## src/rtl/note_tone_gen_if.sv

```systemverilog
// Control and sample bus between the note-divider stage, the tone generator
// and the downstream audio serialiser.
interface note_tone_gen_if #(
    parameter int DIV_W    = 20,
    parameter int SAMPLE_W = 16,
    parameter int VOL_W    = 4
);
    logic                       en;
    logic [DIV_W-1:0]           note_div;
    logic [VOL_W-1:0]           vol;
    logic                       mute;
    logic                       tone_out;
    logic                       period_done;
    logic signed [SAMPLE_W-1:0] audio_left;
    logic signed [SAMPLE_W-1:0] audio_right;

    modport master (
        output en, note_div, vol, mute,
        input  tone_out, period_done, audio_left, audio_right
    );

    modport slave (
        input  en, note_div, vol, mute,
        output tone_out, period_done, audio_left, audio_right
    );
endinterface

```

## src/rtl/note_tone_gen.sv

```systemverilog
// Square-wave tone synthesiser: 50%-duty wave from a note period, scaled by
// volume into signed stereo samples. Period changes take effect only at wraps.
module note_tone_gen #(
    parameter int DIV_W    = 20,
    parameter int SAMPLE_W = 16,
    parameter int VOL_W    = 4
) (
    input  logic            clk,
    input  logic            rst_n,
    note_tone_gen_if.slave  bus
);
    localparam int AMP_SHIFT = SAMPLE_W - 1 - VOL_W;

    typedef enum logic [1:0] {
        IDLE,
        RUN,
        SILENT
    } state_t;

    state_t              state;
    logic [DIV_W-1:0]    cnt;
    logic [DIV_W-1:0]    div_q;
    logic [DIV_W-1:0]    half;
    logic                tone_q;
    logic                done_q;
    logic [SAMPLE_W-1:0] audio_q;
    logic [SAMPLE_W-1:0] amp;
    logic                div_ok;
    logic                at_half;
    logic                at_wrap;

    assign half    = div_q >> 1;
    assign div_ok  = bus.note_div >= DIV_W'(2);
    assign at_half = cnt == half - 1'b1;
    assign at_wrap = cnt == div_q - 1'b1;
    assign amp     = SAMPLE_W'(bus.vol) << AMP_SHIFT;

    // div_q only ever holds a value >= 2 while in RUN, so half-1 and div_q-1 never underflow there.
    always_ff @(posedge clk or negedge rst_n) begin
        if (!rst_n) begin
            state  <= IDLE;
            cnt    <= '0;
            div_q  <= '0;
            tone_q <= 1'b0;
            done_q <= 1'b0;
        end else begin
            done_q <= 1'b0;
            if (!bus.en) begin
                state  <= IDLE;
                cnt    <= '0;
                tone_q <= 1'b0;
                div_q  <= bus.note_div;
            end else begin
                case (state)
                    IDLE, SILENT: begin
                        cnt   <= '0;
                        div_q <= bus.note_div;
                        if (div_ok) begin
                            state  <= RUN;
                            tone_q <= 1'b1;
                        end else begin
                            state  <= SILENT;
                            tone_q <= 1'b0;
                        end
                    end
                    RUN: begin
                        if (at_wrap) begin
                            cnt    <= '0;
                            done_q <= 1'b1;
                            div_q  <= bus.note_div;
                            if (div_ok) begin
                                tone_q <= 1'b1;
                            end else begin
                                tone_q <= 1'b0;
                                state  <= SILENT;
                            end
                        end else begin
                            cnt <= cnt + 1'b1;
                            if (at_half) begin
                                tone_q <= 1'b0;
                            end
                        end
                    end
                    default: begin
                        state  <= IDLE;
                        cnt    <= '0;
                        tone_q <= 1'b0;
                    end
                endcase
            end
        end
    end

    // Samples follow the registered tone by one cycle; mute zeroes them without touching timing.
    always_ff @(posedge clk or negedge rst_n) begin
        if (!rst_n) begin
            audio_q <= '0;
        end else if (state == RUN && !bus.mute) begin
            audio_q <= tone_q ? amp : -amp;
        end else begin
            audio_q <= '0;
        end
    end

    assign bus.tone_out    = tone_q;
    assign bus.period_done = done_q;
    assign bus.audio_left  = audio_q;
    assign bus.audio_right = audio_q;
endmodule

```

## src/flat_wrapper.sv

```systemverilog
// flat-port wrapper written by rule: the top's interface ports become plain ports
module note_tone_gen_flat 
#(
    parameter int DIV_W    = 20,
    parameter int SAMPLE_W = 16,
    parameter int VOL_W    = 4
)
  (clk, rst_n, bus_en, bus_note_div, bus_vol, bus_mute, bus_tone_out, bus_period_done, bus_audio_left, bus_audio_right);
  note_tone_gen_if #(.DIV_W(DIV_W), .SAMPLE_W(SAMPLE_W), .VOL_W(VOL_W)) bus_i ();
  input  logic clk;
  input  logic rst_n;
  input wire logic [$bits(bus_i.en)-1:0] bus_en;
  input wire logic [$bits(bus_i.note_div)-1:0] bus_note_div;
  input wire logic [$bits(bus_i.vol)-1:0] bus_vol;
  input wire logic [$bits(bus_i.mute)-1:0] bus_mute;
  output wire logic [$bits(bus_i.tone_out)-1:0] bus_tone_out;
  output wire logic [$bits(bus_i.period_done)-1:0] bus_period_done;
  output wire logic [$bits(bus_i.audio_left)-1:0] bus_audio_left;
  output wire logic [$bits(bus_i.audio_right)-1:0] bus_audio_right;
  assign bus_i.en = bus_en;
  assign bus_i.note_div = bus_note_div;
  assign bus_i.vol = bus_vol;
  assign bus_i.mute = bus_mute;
  assign bus_tone_out = bus_i.tone_out;
  assign bus_period_done = bus_i.period_done;
  assign bus_audio_left = bus_i.audio_left;
  assign bus_audio_right = bus_i.audio_right;
  note_tone_gen #(.DIV_W(DIV_W), .SAMPLE_W(SAMPLE_W), .VOL_W(VOL_W)) u_core (.clk(clk), .rst_n(rst_n), .bus(bus_i));
endmodule
```

## config.mk

```make
export PLATFORM = sky130hd
export DESIGN_NAME = note_tone_gen_flat
export DESIGN_NICKNAME = d
export VERILOG_FILES = /design/src/rtl/note_tone_gen_if.sv /design/src/rtl/note_tone_gen.sv /design/src/flat_wrapper.sv
export SDC_FILE = /design/constraint.sdc
export NUM_CORES = 1
export LEC_CHECK = 0
export CORE_MARGIN = 2
export CORE_UTILIZATION = 50
export CTS_BUF_LIST = sky130_fd_sc_hd__clkbuf_4
export DETAILED_ROUTE_END_ITERATION = 7
export GPL_TIMING_DRIVEN = 0
export PLACE_DENSITY = 0.85
export SETUP_SLACK_MARGIN = 0.4
export SLEW_MARGIN = 15
export SYNTH_ARGS = -nofsm -noshare
export SYNTH_HDL_FRONTEND = slang
export SYNTH_SLANG_ARGS = --single-unit
```

## constraint.sdc

```tcl
create_clock -name clk -period 3.9 [get_ports clk]
set_clock_uncertainty 0.05 [all_clocks]
set_input_delay 0.78 -clock clk [delete_from_list [all_inputs] [get_ports clk]]
set_output_delay 0.78 -clock clk [all_outputs]
set_load 0.02 [all_outputs]
```

==> flow_summary.toml <==
[status]
outcome = "complete, no violations"

[clock_tree]
clkLatencyLatePin_ns = 0.37
clock_tree_from_tritoncts = "done"
cts_buffer_depth = 2
post_cts.repair.setup_buffers = 0
ctsRootBufferMaster = "sky130_fd_sc_hd__clkbuf_4"
post_cts_hold_buffer_count = 0
clock_tree.htree_level_count = 2
cts_made_buffers = 5
post_cts_resized = 0
clock_sink_count = 49
clkSlewWorstSetupHoldPaths_ns = 0.14

[logic_synthesis]
synth_top_cell_area_share = 0.327
ys.warnings.count = 0
top_ff_cell_synth = "sky130_fd_sc_hd__dfrtp_1"
synth_top_family_by_area = "simple AND/OR/NAND/NOR gates"
post_synthesis_share_of_cell_area_spent_on_and_or_nand_and_nor_gates = 0.241
synth-compound-area-share = 0.0643
synth-adder-area-share = 0.0160
synth-async-reset-ratio = 1.00
post_synth_instance_area_um2 = 3750
yosys.area_share.xor_xnor = 0.159
synth.area.top_cells = "sky130_fd_sc_hd__dfrtp_1 33%, sky130_fd_sc_hd__xnor2_1 11%, sky130_fd_sc_hd__mux2_4 8.0%"
syn-mean-instance-area_um2 = 9.27
synth-seq-cells = 49
synth.yosys.seq_area_share = 0.327
muxShareOfSynthArea = 0.0940
synth_enable_flop_cells = 0
synthDistinctLibCells = 60
synthCells = 405
post-synth-top-area-cell = "sky130_fd_sc_hd__dfrtp_1"

[setup_path]
cp_cell_instances = "inv_1, ha_1, nor3b_1, nand4_1, o21ai_0, o2111ai_1, nor4_4, a211o_1, buf_2, nor2_1"
worst_setup_path_startpoint = "u_core.div_q[0]"
master_of_the_slowest_instance_on_the_critical_path = "sky130_fd_sc_hd__nor3b_1"
regToRegStartpoint = "u_core.div_q[0]"
ff2ff_setup_slack_ns = 0.61
arrival_ns = 3.51
worstSetupStartpointType = "flop"
critical-path-max-stage-delay_ns = 0.53
crit_type = "reg -> reg"
critPathTopFamily = "simple AND/OR/NAND/NOR gates"
crit_buf_inv = 2
critPathMaxFanout = 10
endpoint_kind = "flop"
reg2regPathDepth = 10
worstPathRequired_ns = 4.11
worstReg2RegEnd = "u_core.cnt[19]"

[global_route]
globalRoute.busiestLayer = "met2"
groute.layer.met1.usage = 0.269
grt_remaining_overflow = 0
globalRouteMet2Util = 0.383
grt_usage = 0.216
gr-usage-met3 = 0.0367
first_global_vias = 2952
antenna_violations_before_repair = 0
grt_pass1_wl_um = 14400
maximum_number_of_pins_on_one_net_before_global_route_repair = 27

[pwr]
power_leakage_nw = 1.85
switching_power_w = 0.000388
power-per-cell-area_nw_per_um2 = 279
peakVddDrop_v = 0.000177
switching_share = 0.314
pwr-share-comb = 0.301
seq_power_share = 0.456
cellInternalPower_w = 0.000849
power.share.clock = 0.242

[placed_design]
post-dp-hpwl_um = 6980
total_placed_cells_including_tap_cells = 565
gpl.final_weighted_congestion = 0.933
numPortBuffers = 39

[die]
die_height_um = 90.6
die_w_um = 90.6
die_area_um2 = 8220
std_cell_rows = 31
fp.coreArea_um2 = 7250
design.portCount = 62
start_util = 0.518

[sta]
layout_worst_path_cycle_share = 0.844
maxSlewHeadroom = 0.558
final_max_slew_viol_count = 0
finalHoldWorstSlack_ns = 0.329
unrepaired_setup_endpoints_after_global_routing = "false"
setup_viol = 0
finalHoldViolCount = 0
maxClockFrequency_mhz = 304
tightestPinTransition_ns = 0.646
post-route-min-period_ns = 3.29
final.setup.tns_ns = 0

[routing]
violation_count_after_the_first_detailed_route_iteration = 161
wirelength_um = 8860
firstDrtPassIters = 4
via_count = 3057
detail-route-antenna-nets = 0
drc = 0
avgViaCountPerCell = 5.34
post_drt_wl_per_cell_um = 15.5

[finish]
flow.area_growth_from_synthesis_pct = 18.3
final_net_count = 505
fin_cells = 573
most_common_library_cell_in_the_layout_ignoring_fill_and_taps = "sky130_fd_sc_hd__dfrtp_1"
commonest_cells_after_routing_fill_and_taps_aside = "49 x sky130_fd_sc_hd__dfrtp_1, 48 x sky130_fd_sc_hd__nor2_1, 46 x sky130_fd_sc_hd__xnor2_1"
layout-drive-gt1-share = 0.169
insertedDiodeCount = 0

[min_path]
min_path_type = "in -> async"

[flow_run]
cap_viol_max_count = 0
[cells in the mapped netlist, types with 2 or more instances]
library cell / number
sky130_fd_sc_hd__ha_1: 4
sky130_fd_sc_hd__or3_1: 3
sky130_fd_sc_hd__mux2_2: 2
sky130_fd_sc_hd__a211oi_1: 2
sky130_fd_sc_hd__xnor2_1: 46
sky130_fd_sc_hd__xor2_1: 22
sky130_fd_sc_hd__or4_1: 2
sky130_fd_sc_hd__nor4b_1: 2
sky130_fd_sc_hd__nor3b_1: 2
sky130_fd_sc_hd__nor3_1: 6
sky130_fd_sc_hd__buf_2: 11
sky130_fd_sc_hd__o21ai_0: 7
sky130_fd_sc_hd__o32ai_1: 2
sky130_fd_sc_hd__nand4_1: 8
sky130_fd_sc_hd__nand2b_1: 6
sky130_fd_sc_hd__inv_1: 12
sky130_fd_sc_hd__and2_1: 2
sky130_fd_sc_hd__mux2i_1: 3
sky130_fd_sc_hd__mux2_4: 20
sky130_fd_sc_hd__nand3_1: 13
sky130_fd_sc_hd__nor4_2: 2
sky130_fd_sc_hd__and3b_1: 3
sky130_fd_sc_hd__a211o_1: 2
sky130_fd_sc_hd__and3_1: 6
sky130_fd_sc_hd__nor2b_1: 5
sky130_fd_sc_hd__and4_1: 2
sky130_fd_sc_hd__a31oi_1: 3
sky130_fd_sc_hd__clkbuf_1: 11
sky130_fd_sc_hd__nor2_1: 48
sky130_fd_sc_hd__buf_6: 2
sky130_fd_sc_hd__nor4_1: 18
sky130_fd_sc_hd__a21oi_1: 6
sky130_fd_sc_hd__nand4b_1: 2
sky130_fd_sc_hd__a21boi_0: 2
sky130_fd_sc_hd__nand3b_1: 3
sky130_fd_sc_hd__dfrtp_1: 49
sky130_fd_sc_hd__buf_4: 27
sky130_fd_sc_hd__nand2_1: 17
[area by class of cell]
| class | instances | area, um^2 |
|---|---|---|
| buffer | 52 | 325 |
| fill | 627 | 2810 |
| sequential | 49 | 1230 |
| clock inverter | 3 | 41.3 |
| multi-input combinational | 313 | 2240 |
| inverter | 12 | 45.0 |
| tap | 99 | 124 |
| clock buffer | 5 | 37.5 |
| timing repair buffer | 40 | 405 |
[cells by family (layout without fill, tap and decap cells)]
family          count (synthesis)  in the layout
fa+ha+maj                       5              5
buf+inv                        64            112
xor+xnor                       68             68
mux                            25             25
compound gates                 35             35
simple gates                  158            158
other cells                     1             22
flops                          49             49
[power by group through the flow]
stage / clock network (W) / registers, W / logic, W
floorplan: 0 / 0.000572 / 0.000259
global placement: 0 / 0.000572 / 0.000359
detailed placement: 0 / 0.000574 / 0.000369
CTS: 0.000308 / 0.000564 / 0.000371
global route: 0.000326 / 0.000569 / 0.000402
finish: 0.000300 / 0.000565 / 0.000373
[flip-flops by register name, indices dropped and copies added (netlist names)]
name,flops
u_core.bus.period_done,1
u_core.bus.tone_out,1
u_core.state,2
u_core.cnt,20
u_core.bus.audio_left,5
u_core.div_q,20
[metrics by stage]
stage | worst slack [ns] | area (um^2) | power [W] | utilization
after detailed placement | 0.672 | 4360 | 0.000943 | 0.601
final | 0.607 | 4440 | 0.00124 | 0.612
after floorplan | 1.17 | 3830 | 0.000831 | -
after global placement | 0.616 | 4350 | 0.000931 | 0.599
after global routing | 0.421 | 4440 | 0.00130 | 0.612
after CTS | 0.640 | 4440 | 0.00124 | 0.612
[routing by layer]
metal,share of wire,wire length [um],vias to the layer above
met5,0,0,-
met4,0.019,165,0
met3,0.056,494,15
met2,0.50,4470,95
met1,0.42,3730,1450
li1,-,-,1497
[worst max-delay path by stage]
stage,slack [ns],depth (start not counted),to
after global routing,0.42,10,u_core.cnt[19]
after detailed placement,0.67,10,u_core.cnt[19]
final,0.61,10,u_core.cnt[19]
after global placement,0.62,1,u_core.bus.audio_left[14]
after CTS,0.64,10,u_core.cnt[19]
after floorplan,1.17,10,u_core.bus.tone_out
Power figures use the tool's default switching activity.
